[config.mk]
export PLATFORM = sky130hd
export DESIGN_NAME = seg_dyn_scan
export DESIGN_NICKNAME = d
export VERILOG_FILES = /design/src/rtl/seg_pkg.sv /design/src/rtl/bin2bcd_seq.sv /design/src/rtl/seg_dyn_scan.sv
export SDC_FILE = /design/constraint.sdc
export NUM_CORES = 1
export LEC_CHECK = 0
export ABC_AREA = 1
export CORE_ASPECT_RATIO = 2
export CORE_UTILIZATION = 54
export DETAILED_ROUTE_END_ITERATION = 10
export PLACE_DENSITY = 0.77
export SLEW_MARGIN = 15
export SYNTH_ARGS = -nofsm -noshare
export SYNTH_HDL_FRONTEND = slang
export SYNTH_HIERARCHICAL = 1
export SYNTH_SLANG_ARGS = --single-unit
[constraint.sdc]
create_clock -name sys_clk -period 1.85 [get_ports sys_clk]
set_input_delay 0.555 -clock sys_clk [delete_from_list [all_inputs] [get_ports sys_clk]]
set_output_delay 0.555 -clock sys_clk [all_outputs]
set_load 0.02 [all_outputs]
[src/rtl/seg_pkg.sv]
// Shared definitions for the 6-digit dynamic 7-segment scanner.
package seg_pkg;

  localparam int unsigned NUM_DIGITS = 6;

  // Active-low glyphs, bit 7 = DP, bits 6:0 = G..A
  localparam logic [7:0] SEG_0     = 8'hC0;
  localparam logic [7:0] SEG_1     = 8'hF9;
  localparam logic [7:0] SEG_2     = 8'hA4;
  localparam logic [7:0] SEG_3     = 8'hB0;
  localparam logic [7:0] SEG_4     = 8'h99;
  localparam logic [7:0] SEG_5     = 8'h92;
  localparam logic [7:0] SEG_6     = 8'h82;
  localparam logic [7:0] SEG_7     = 8'hF8;
  localparam logic [7:0] SEG_8     = 8'h80;
  localparam logic [7:0] SEG_9     = 8'h90;
  localparam logic [7:0] SEG_BLANK = 8'hFF;
  localparam logic [7:0] SEG_MINUS = 8'hBF;

  typedef enum logic [1:0] {
    IDLE  = 2'd0,
    SHIFT = 2'd1,
    DONE  = 2'd2
  } bcd_state_e;

  function automatic logic [7:0] digit_glyph(input logic [3:0] d);
    logic [7:0] g;
    case (d)
      4'd0:    g = SEG_0;
      4'd1:    g = SEG_1;
      4'd2:    g = SEG_2;
      4'd3:    g = SEG_3;
      4'd4:    g = SEG_4;
      4'd5:    g = SEG_5;
      4'd6:    g = SEG_6;
      4'd7:    g = SEG_7;
      4'd8:    g = SEG_8;
      4'd9:    g = SEG_9;
      default: g = SEG_BLANK;
    endcase
    return g;
  endfunction

  // Double-dabble correction: add 3 to every nibble that is 5 or more
  function automatic logic [23:0] bcd_adjust(input logic [23:0] acc);
    logic [23:0] r;
    r = acc;
    for (int unsigned n = 0; n < NUM_DIGITS; n++) begin
      if (r[4*n +: 4] >= 4'd5) r[4*n +: 4] = r[4*n +: 4] + 4'd3;
    end
    return r;
  endfunction

endpackage

[src/rtl/bin2bcd_seq.sv]
// Free-running sequential double-dabble: 20-bit binary to 6 BCD digits.
// bcd is the working accumulator; it is final only while bcd_vld is high.
module bin2bcd_seq
  import seg_pkg::*;
(
  input  logic        sys_clk,
  input  logic        sys_rst_n,
  input  logic [19:0] bin,
  output logic [23:0] bcd,
  output logic        bcd_vld
);

  bcd_state_e  r_state;
  bcd_state_e  w_next;
  logic [4:0]  r_bit;
  logic [19:0] r_bin;
  logic [23:0] r_acc;
  logic [23:0] w_adj;
  logic        w_load;
  logic        w_shift;

  // State register
  always_ff @(posedge sys_clk or negedge sys_rst_n) begin
    if (!sys_rst_n) r_state <= IDLE;
    else            r_state <= w_next;
  end

  // Next-state logic: IDLE (1) -> SHIFT (20) -> DONE (1)
  always_comb begin
    w_next = r_state;
    unique case (r_state)
      IDLE:    w_next = SHIFT;
      SHIFT:   if (r_bit == 5'd19) w_next = DONE;
      DONE:    w_next = IDLE;
      default: w_next = IDLE;
    endcase
  end

  // Output/control decode
  always_comb begin
    w_load  = 1'b0;
    w_shift = 1'b0;
    bcd_vld = 1'b0;
    unique case (r_state)
      IDLE:    w_load  = 1'b1;
      SHIFT:   w_shift = 1'b1;
      DONE:    bcd_vld = 1'b1;
      default: ;
    endcase
  end

  assign w_adj = bcd_adjust(r_acc);
  assign bcd   = r_acc;

  // Shift datapath
  always_ff @(posedge sys_clk or negedge sys_rst_n) begin
    if (!sys_rst_n) begin
      r_bin <= '0;
      r_acc <= '0;
      r_bit <= '0;
    end else if (w_load) begin
      r_bin <= bin;
      r_acc <= '0;
      r_bit <= '0;
    end else if (w_shift) begin
      r_acc <= {w_adj[22:0], r_bin[19]};
      r_bin <= {r_bin[18:0], 1'b0};
      r_bit <= r_bit + 5'd1;
    end
  end

endmodule

[src/rtl/seg_dyn_scan.sv]
// 6-digit common-anode 7-segment scanner feeding a 74HC595 shifter.
module seg_dyn_scan
  import seg_pkg::*;
#(
  parameter logic [15:0] CNT_1MS  = 16'd49_999,
  parameter logic [19:0] DATA_MAX = 20'd999_999
) (
  input  logic        sys_clk,
  input  logic        sys_rst_n,
  input  logic [19:0] data,
  input  logic [5:0]  point,
  input  logic        sign,
  input  logic        seg_en,
  output logic [5:0]  sel,
  output logic [7:0]  seg
);

  logic [19:0] w_data_sat;
  logic [23:0] w_bcd;
  logic        w_bcd_vld;
  logic [23:0] r_bcd_disp;
  logic [15:0] r_cnt_1ms;
  logic [2:0]  r_idx;
  logic [5:0]  w_blank;
  logic [5:0]  w_minus;
  logic [3:0]  w_digit;
  logic [7:0]  w_glyph;

  assign w_data_sat = (data > DATA_MAX) ? DATA_MAX : data;

  bin2bcd_seq u_bcd (
    .sys_clk   (sys_clk),
    .sys_rst_n (sys_rst_n),
    .bin       (w_data_sat),
    .bcd       (w_bcd),
    .bcd_vld   (w_bcd_vld)
  );

  // Display register: take the accumulator only when the converter is in DONE
  always_ff @(posedge sys_clk or negedge sys_rst_n) begin
    if (!sys_rst_n)     r_bcd_disp <= '0;
    else if (w_bcd_vld) r_bcd_disp <= w_bcd;
  end

  // Slot timer and digit index
  always_ff @(posedge sys_clk or negedge sys_rst_n) begin
    if (!sys_rst_n) begin
      r_cnt_1ms <= '0;
      r_idx     <= '0;
    end else if (r_cnt_1ms == CNT_1MS) begin
      r_cnt_1ms <= '0;
      r_idx     <= (r_idx == 3'(NUM_DIGITS - 1)) ? '0 : r_idx + 3'd1;
    end else begin
      r_cnt_1ms <= r_cnt_1ms + 16'd1;
    end
  end

  // Leading-zero blanking and placement of the minus sign
  always_comb begin
    w_blank = '0;
    w_minus = '0;
    for (int unsigned i = 1; i < NUM_DIGITS; i++) begin
      w_blank[i] = ((r_bcd_disp >> (4 * i)) == 24'd0) && ((point >> i) == 6'd0);
    end
    for (int unsigned i = 1; i < NUM_DIGITS; i++) begin
      w_minus[i] = sign && w_blank[i] && !w_blank[i-1];
    end
  end

  // Glyph for the digit currently being scanned
  always_comb begin
    w_digit = r_bcd_disp[{r_idx, 2'b00} +: 4];
    if (w_minus[r_idx])      w_glyph = SEG_MINUS;
    else if (w_blank[r_idx]) w_glyph = SEG_BLANK;
    else                     w_glyph = digit_glyph(w_digit);
    if (point[r_idx]) w_glyph[7] = 1'b0;
  end

  // Registered outputs to the shifter
  always_ff @(posedge sys_clk or negedge sys_rst_n) begin
    if (!sys_rst_n) begin
      sel <= '0;
      seg <= SEG_BLANK;
    end else if (seg_en) begin
      sel <= 6'd1 << r_idx;
      seg <= w_glyph;
    end else begin
      sel <= '0;
      seg <= SEG_BLANK;
    end
  end

endmodule

==> results.md <==
STA:
- Based on the critical path, the design can be clocked at up to between 500 and 600 MHz.
- In the finished design, the share of the clock period the worst path needs comes to 104%.
- The worst max-slew margin expressed relative to the limit is a little under three quarters.
- For the pin with the worst max-slew slack, the measured transition is 0.436 ns.
- The number of hold-slack violations in the final timing report is 0.
- After layout, the worst setup slack is -0.0767 ns.
- Setup violations remaining at the end of the flow were counted as 4.
- Setup repair after global routing could not meet its margin everywhere.
- Across the routed clock network, the largest skew measured is 0.00657 ns.
- The final max-slew violation count is 0.
- The clock period minus worst slack is 1.93 ns.

Final layout:
- The finished cells cover around 7400 um2.
- Leaving out filler cells and counting taps, the final layout contains 988.
- The fraction of layout instances using a drive strength above 1 is about 20%.
- The area added between synthesis and finish is 21.9%.
- The number of nets in the finished design is between 800 and 900.
- The antenna diode count is 0.

Critical path:
- The endpoint of the worst register-to-register path is seg[0].
- STA puts the critical path data arrival time at between 2 and 2.5 ns.
- Across all register-to-register paths, the minimum setup slack is -0.08 ns.
- The worst setup path is of the reg -> reg kind.
- The peak fanout along the critical path is 5.
- The origin of the critical flop-to-flop path is r_idx[0].
- The cell family with the largest share of critical-path delay is simple AND/OR/NAND/NOR gates.
- STA puts the critical path data required time at between 2 and 2.5 ns.
- For the worst flop-to-flop path, the logic depth is 13.
- The number of buffers and inverters on the critical path is 3.
- On the worst path, the slowest cell contributes a delay of 0.43 ns.
- The cell with the largest stage delay on the worst path is dfrtp_2.
- The type of destination of the critical path is a register.
- The worst setup path is launched from a register.
- Walking the worst path, the cells encountered are buf_12 -> nand2_8 -> buf_12 -> nor2_8 -> a22oi_2 -> nand2_2 -> buf_6 -> ha_4 -> nand3b_1 -> nand2_2 -> nor2_2 -> nor2_1 -> nand3_1.

Logic synthesis:
- In this run the cell area of the synthesized design comes to slightly above 6000 um2.
- The synthesized netlist devotes under 10% of its cell area to compound gates.
- After Yosys synthesis, XOR and XNOR cells account for under 10% of the synthesized area.
- The cell count after synthesis came out at around 770.
- Measured against the total synthesized area, the mux share comes to approximately 2.6%.
- The average cell area after synthesis is around 8 um2.
- For this run, asynchronously set or reset flops after synthesis account for between 90% and 100%.
- The post-synthesis share of cell area spent on and, or, nand and nor gates is 31.9%.
- The number of nets handed over by synthesis was about 800.
- Summing the areas of all fa, ha and maj instances in the mapped netlist gives between 4 and 5% of the synthesized area.
- Sequential cells were found to cover 44.4% of the synthesized design area.
- Counting flops and latches in the post-synthesis netlist gives about 110.
- The number of enable flip-flop cells after synthesis is 0.
- By area, the combinational part of the netlist is dominated by simple AND/OR/NAND/NOR gates.
- The count of cell types in the netlist is between 40 and 50.
- During synthesis, Yosys emitted a total of 6 warnings.
- The predominant post-synthesis flop cell is dfrtp_1.

CTS:
- The insertion delay of the later-clocked pin in the worst-skew pair is about 0.34 ns.
- The maximum clock insertion buffer count is 2.
- The tree is rooted in a clkbuf_16.
- The number of buffers inserted during clock tree synthesis is 9.
- Buffers inserted to repair hold after CTS numbered 0.
- The TritonCTS clock tree is done.
- In this run the number of H-tree levels came out at 3.
- The number of sinks driven by the clock tree is about 110.
- The clock transition at the register clock pins on the worst setup and hold paths after CTS is 0.07 ns.

Placement:
- Once placement completed, the tool counted placed cells totaling between 900 and 1000.
- Input and output buffers added on the ports amount to 43.
- The estimated wirelength of the detail-placed design is about 10000 um.
- The weighted congestion reported at the end of routability-driven placement is 0.920.
- The total cell area at the placement stage is approximately 6900 um2.

Power and ir drop:
- For this design the ratio of total power to cell area is between 800 and 900 nW/um2.
- The leakage component of the power is 3.88 nW.
- The reported net switching power is around 1.9 mW.
- The clock network accounts for 31.9% of the total power.
- The switching part of the total is approximately 30%.
- The peak supply drop is ~0.48 mV.
- The internal power is 4.56 mW.
- Per report_power, the combinational group accounts for about a quarter of the total.
- Sequential cells account for between 40 and 50% of the total power.

GRT:
- The number of antenna violations at the first check in global routing is 0.
- The met3 usage in global routing is about 3%.
- The residual overflow from global routing is 0.
- The most heavily used metal layer in global routing is met2.
- Entering global routing, the biggest net connects between 40 and 50 pins.
- Global routing consumed, on the met2 layer, 47.0% of the routing resources.
- The global-route met1 utilization is around 26%.
- The via count of the first global-routing pass was approximately 5400.
- The first-pass GRT wire length is about 23000 um.
- For this run, the total global-route usage over all layers was measured as 24.6%.

Route:
- In the final routed layout, each cell accounts on average for 13.6 um.
- The vias per cell is approximately 5.4.
- The post-detailed-route DRC marker count is 0.
- In this run the remaining antenna-violating nets after routing total 0.
- The final route contains around 5300 vias.
- The first detailed-routing pass took 4 iterations.
- Wires add up to between 10000 and 15000 um.
- The number of design-rule violations left by the first detailed-router iteration is roughly 190.

Floorplanning:
- The y dimension of the die is roughly 150 um.
- The starting density of the core is 55.8%.
- During I/O placement, the number of pins put on the boundary was 44.
- The total area inside the core boundary comes to 10900 um2.
- The width of the chip is just under 80 um.
- The number of cell rows is 54.
- The total die area is between 10000 and 15000 um2.

Run:
- Across the run, the number of max-cap violations was 0.

Outcome:
- The flow ran to the end, but the final reports show violations.
- The final reports fail on setup timing.

Hold path:
- The class of the tightest hold or removal check is in -> async.
-- per-stage QoR --
stage	setup TNS, ns	total power, mW	worst slack [ns]	utilization (%)	hold WS (ns)
finish	-0.175	6.49	-0.0767	67.9	0.0997
global route	-0.725	6.86	-0.151	67.9	0.111
CTS	-0.121	6.47	-0.0542	66.7	0.0982
detailed placement	-5.68	4.40	-0.379	63.1	0.450
global placement	-4.89	4.35	-0.344	63.1	0.443
floorplan	0	3.83	0.0559	-	0.259
-- logic make-up (layout without fill, tap and decap cells) --
logic type / after synthesis / after routing
DFF: 108 / 108
and+or+nand+nor: 435 / 436
AOI/OAI and AO/OA: 66 / 66
xor gates and xnor gates: 9 / 9
muxes: 14 / 14
buffers and inverters: 113 / 195
adders and majority gates: 20 / 20
-- layout by cell type (no fill, tap or decap), types with 11 or more instances in the layout --
master | synthesis | layout
nand2_1 | 221 | 216
clkdlybuf4s50_1 | 0 | 21
nand2_2 | 11 | 16
dfrtp_1 | 100 | 98
nand4_1 | 22 | 22
ha_1 | 20 | 16
nor2_2 | 4 | 11
mux2_2 | 14 | 14
buf_4 | 2 | 40
inv_1 | 81 | 78
dlymetal6s2s_1 | 0 | 13
o21ai_0 | 26 | 24
nand3_1 | 63 | 63
nor2_1 | 80 | 72
-- synthesized netlist by cell type, types with 2 or more instances --
cell | instances | area share (%)
nand2_1 | 221 | 14
dfrtp_1 | 100 | 41
inv_1 | 81 | 5.0
nor2_1 | 80 | 4.9
nand3_1 | 63 | 5.2
o21ai_0 | 26 | 2.1
nand4_1 | 22 | 2.3
ha_1 | 20 | 4.1
mux2_2 | 14 | 2.6
nand2_2 | 11 | 1.1
a21oi_1 | 10 | 0.82
nor3_1 | 9 | 0.74
or2_2 | 9 | 0.92
clkbuf_1 | 8 | 0.49
dfstp_2 | 8 | 3.4
buf_2 | 7 | 0.57
buf_6 | 7 | 1.3
o22ai_2 | 6 | 1.2
xor2_1 | 6 | 0.86
inv_2 | 5 | 0.31
o21bai_1 | 5 | 0.62
a22oi_1 | 4 | 0.49
nand2_4 | 4 | 0.74
nor2_2 | 4 | 0.41
a21oi_2 | 3 | 0.43
nor2_4 | 3 | 0.55
o21ai_1 | 3 | 0.25
xnor2_1 | 3 | 0.43
a21oi_4 | 2 | 0.53
buf_4 | 2 | 0.25
inv_6 | 2 | 0.29
nand3b_1 | 2 | 0.25
nor3b_1 | 2 | 0.25
nor4_1 | 2 | 0.20
o22ai_1 | 2 | 0.20
o31ai_1 | 2 | 0.25
-- routing by layer --
layer,vias to the layer above,routed length (um)
li1,2595,-
met1,2521,4880
met2,131,7720
met3,41,332
met4,0,503
met5,-,0
-- worst max path at each step --
stage / slack [ns] / from / to / depth (start not counted)
2_1_floorplan: 0.06 / r_idx[2] / seg[3] / 11
3_3_place_gp: -0.34 / data[18] / u_bcd/r_bin[13] / 9
3_5_place_dp: -0.38 / data[18] / u_bcd/r_bin[13] / 9
4_1_cts: -0.05 / r_idx[0] / seg[0] / 15
5_1_grt: -0.15 / r_idx[0] / seg[0] / 13
6_report: -0.08 / r_idx[0] / seg[0] / 13
-- cell type report --
class	instances	area [um2]
clock buffers	10	239
clock inverters	6	87.6
fillers	881	3510
inverters	89	352
multi-input cells	545	2990
flip-flops and latches	108	2720
well taps	140	175
repair buffers	90	876
-- state kept, by name, indices dropped and copies added, names as in the netlist --
signal and count:
seg 8, u_bcd/r_bit 5, u_bcd/r_bin 20, u_bcd/bcd 24, u_bcd/r_state 2, r_bcd_disp 24, sel 6, r_cnt_1ms 16
r_idx 3
-- power by group through the flow --
stage	Clock [mW]	Sequential (mW)	Combinational, mW
2_1_floorplan	0	2.99	0.842
3_3_place_gp	0	2.94	1.41
3_5_place_dp	0	2.95	1.46
6_report	2.07	2.90	1.52
5_1_grt	2.21	2.94	1.70
4_1_cts	2.12	2.90	1.45
-- what timing repair did --
item / CTS / global route
setup endpoints to repair: 16 / 22
buffers inserted: 2 / 2
pin swaps: 10 / 18
resized for setup: 26 / 34
gates cloned: 1 / 1
Note: power is estimated with default switching activity, not from simulation.
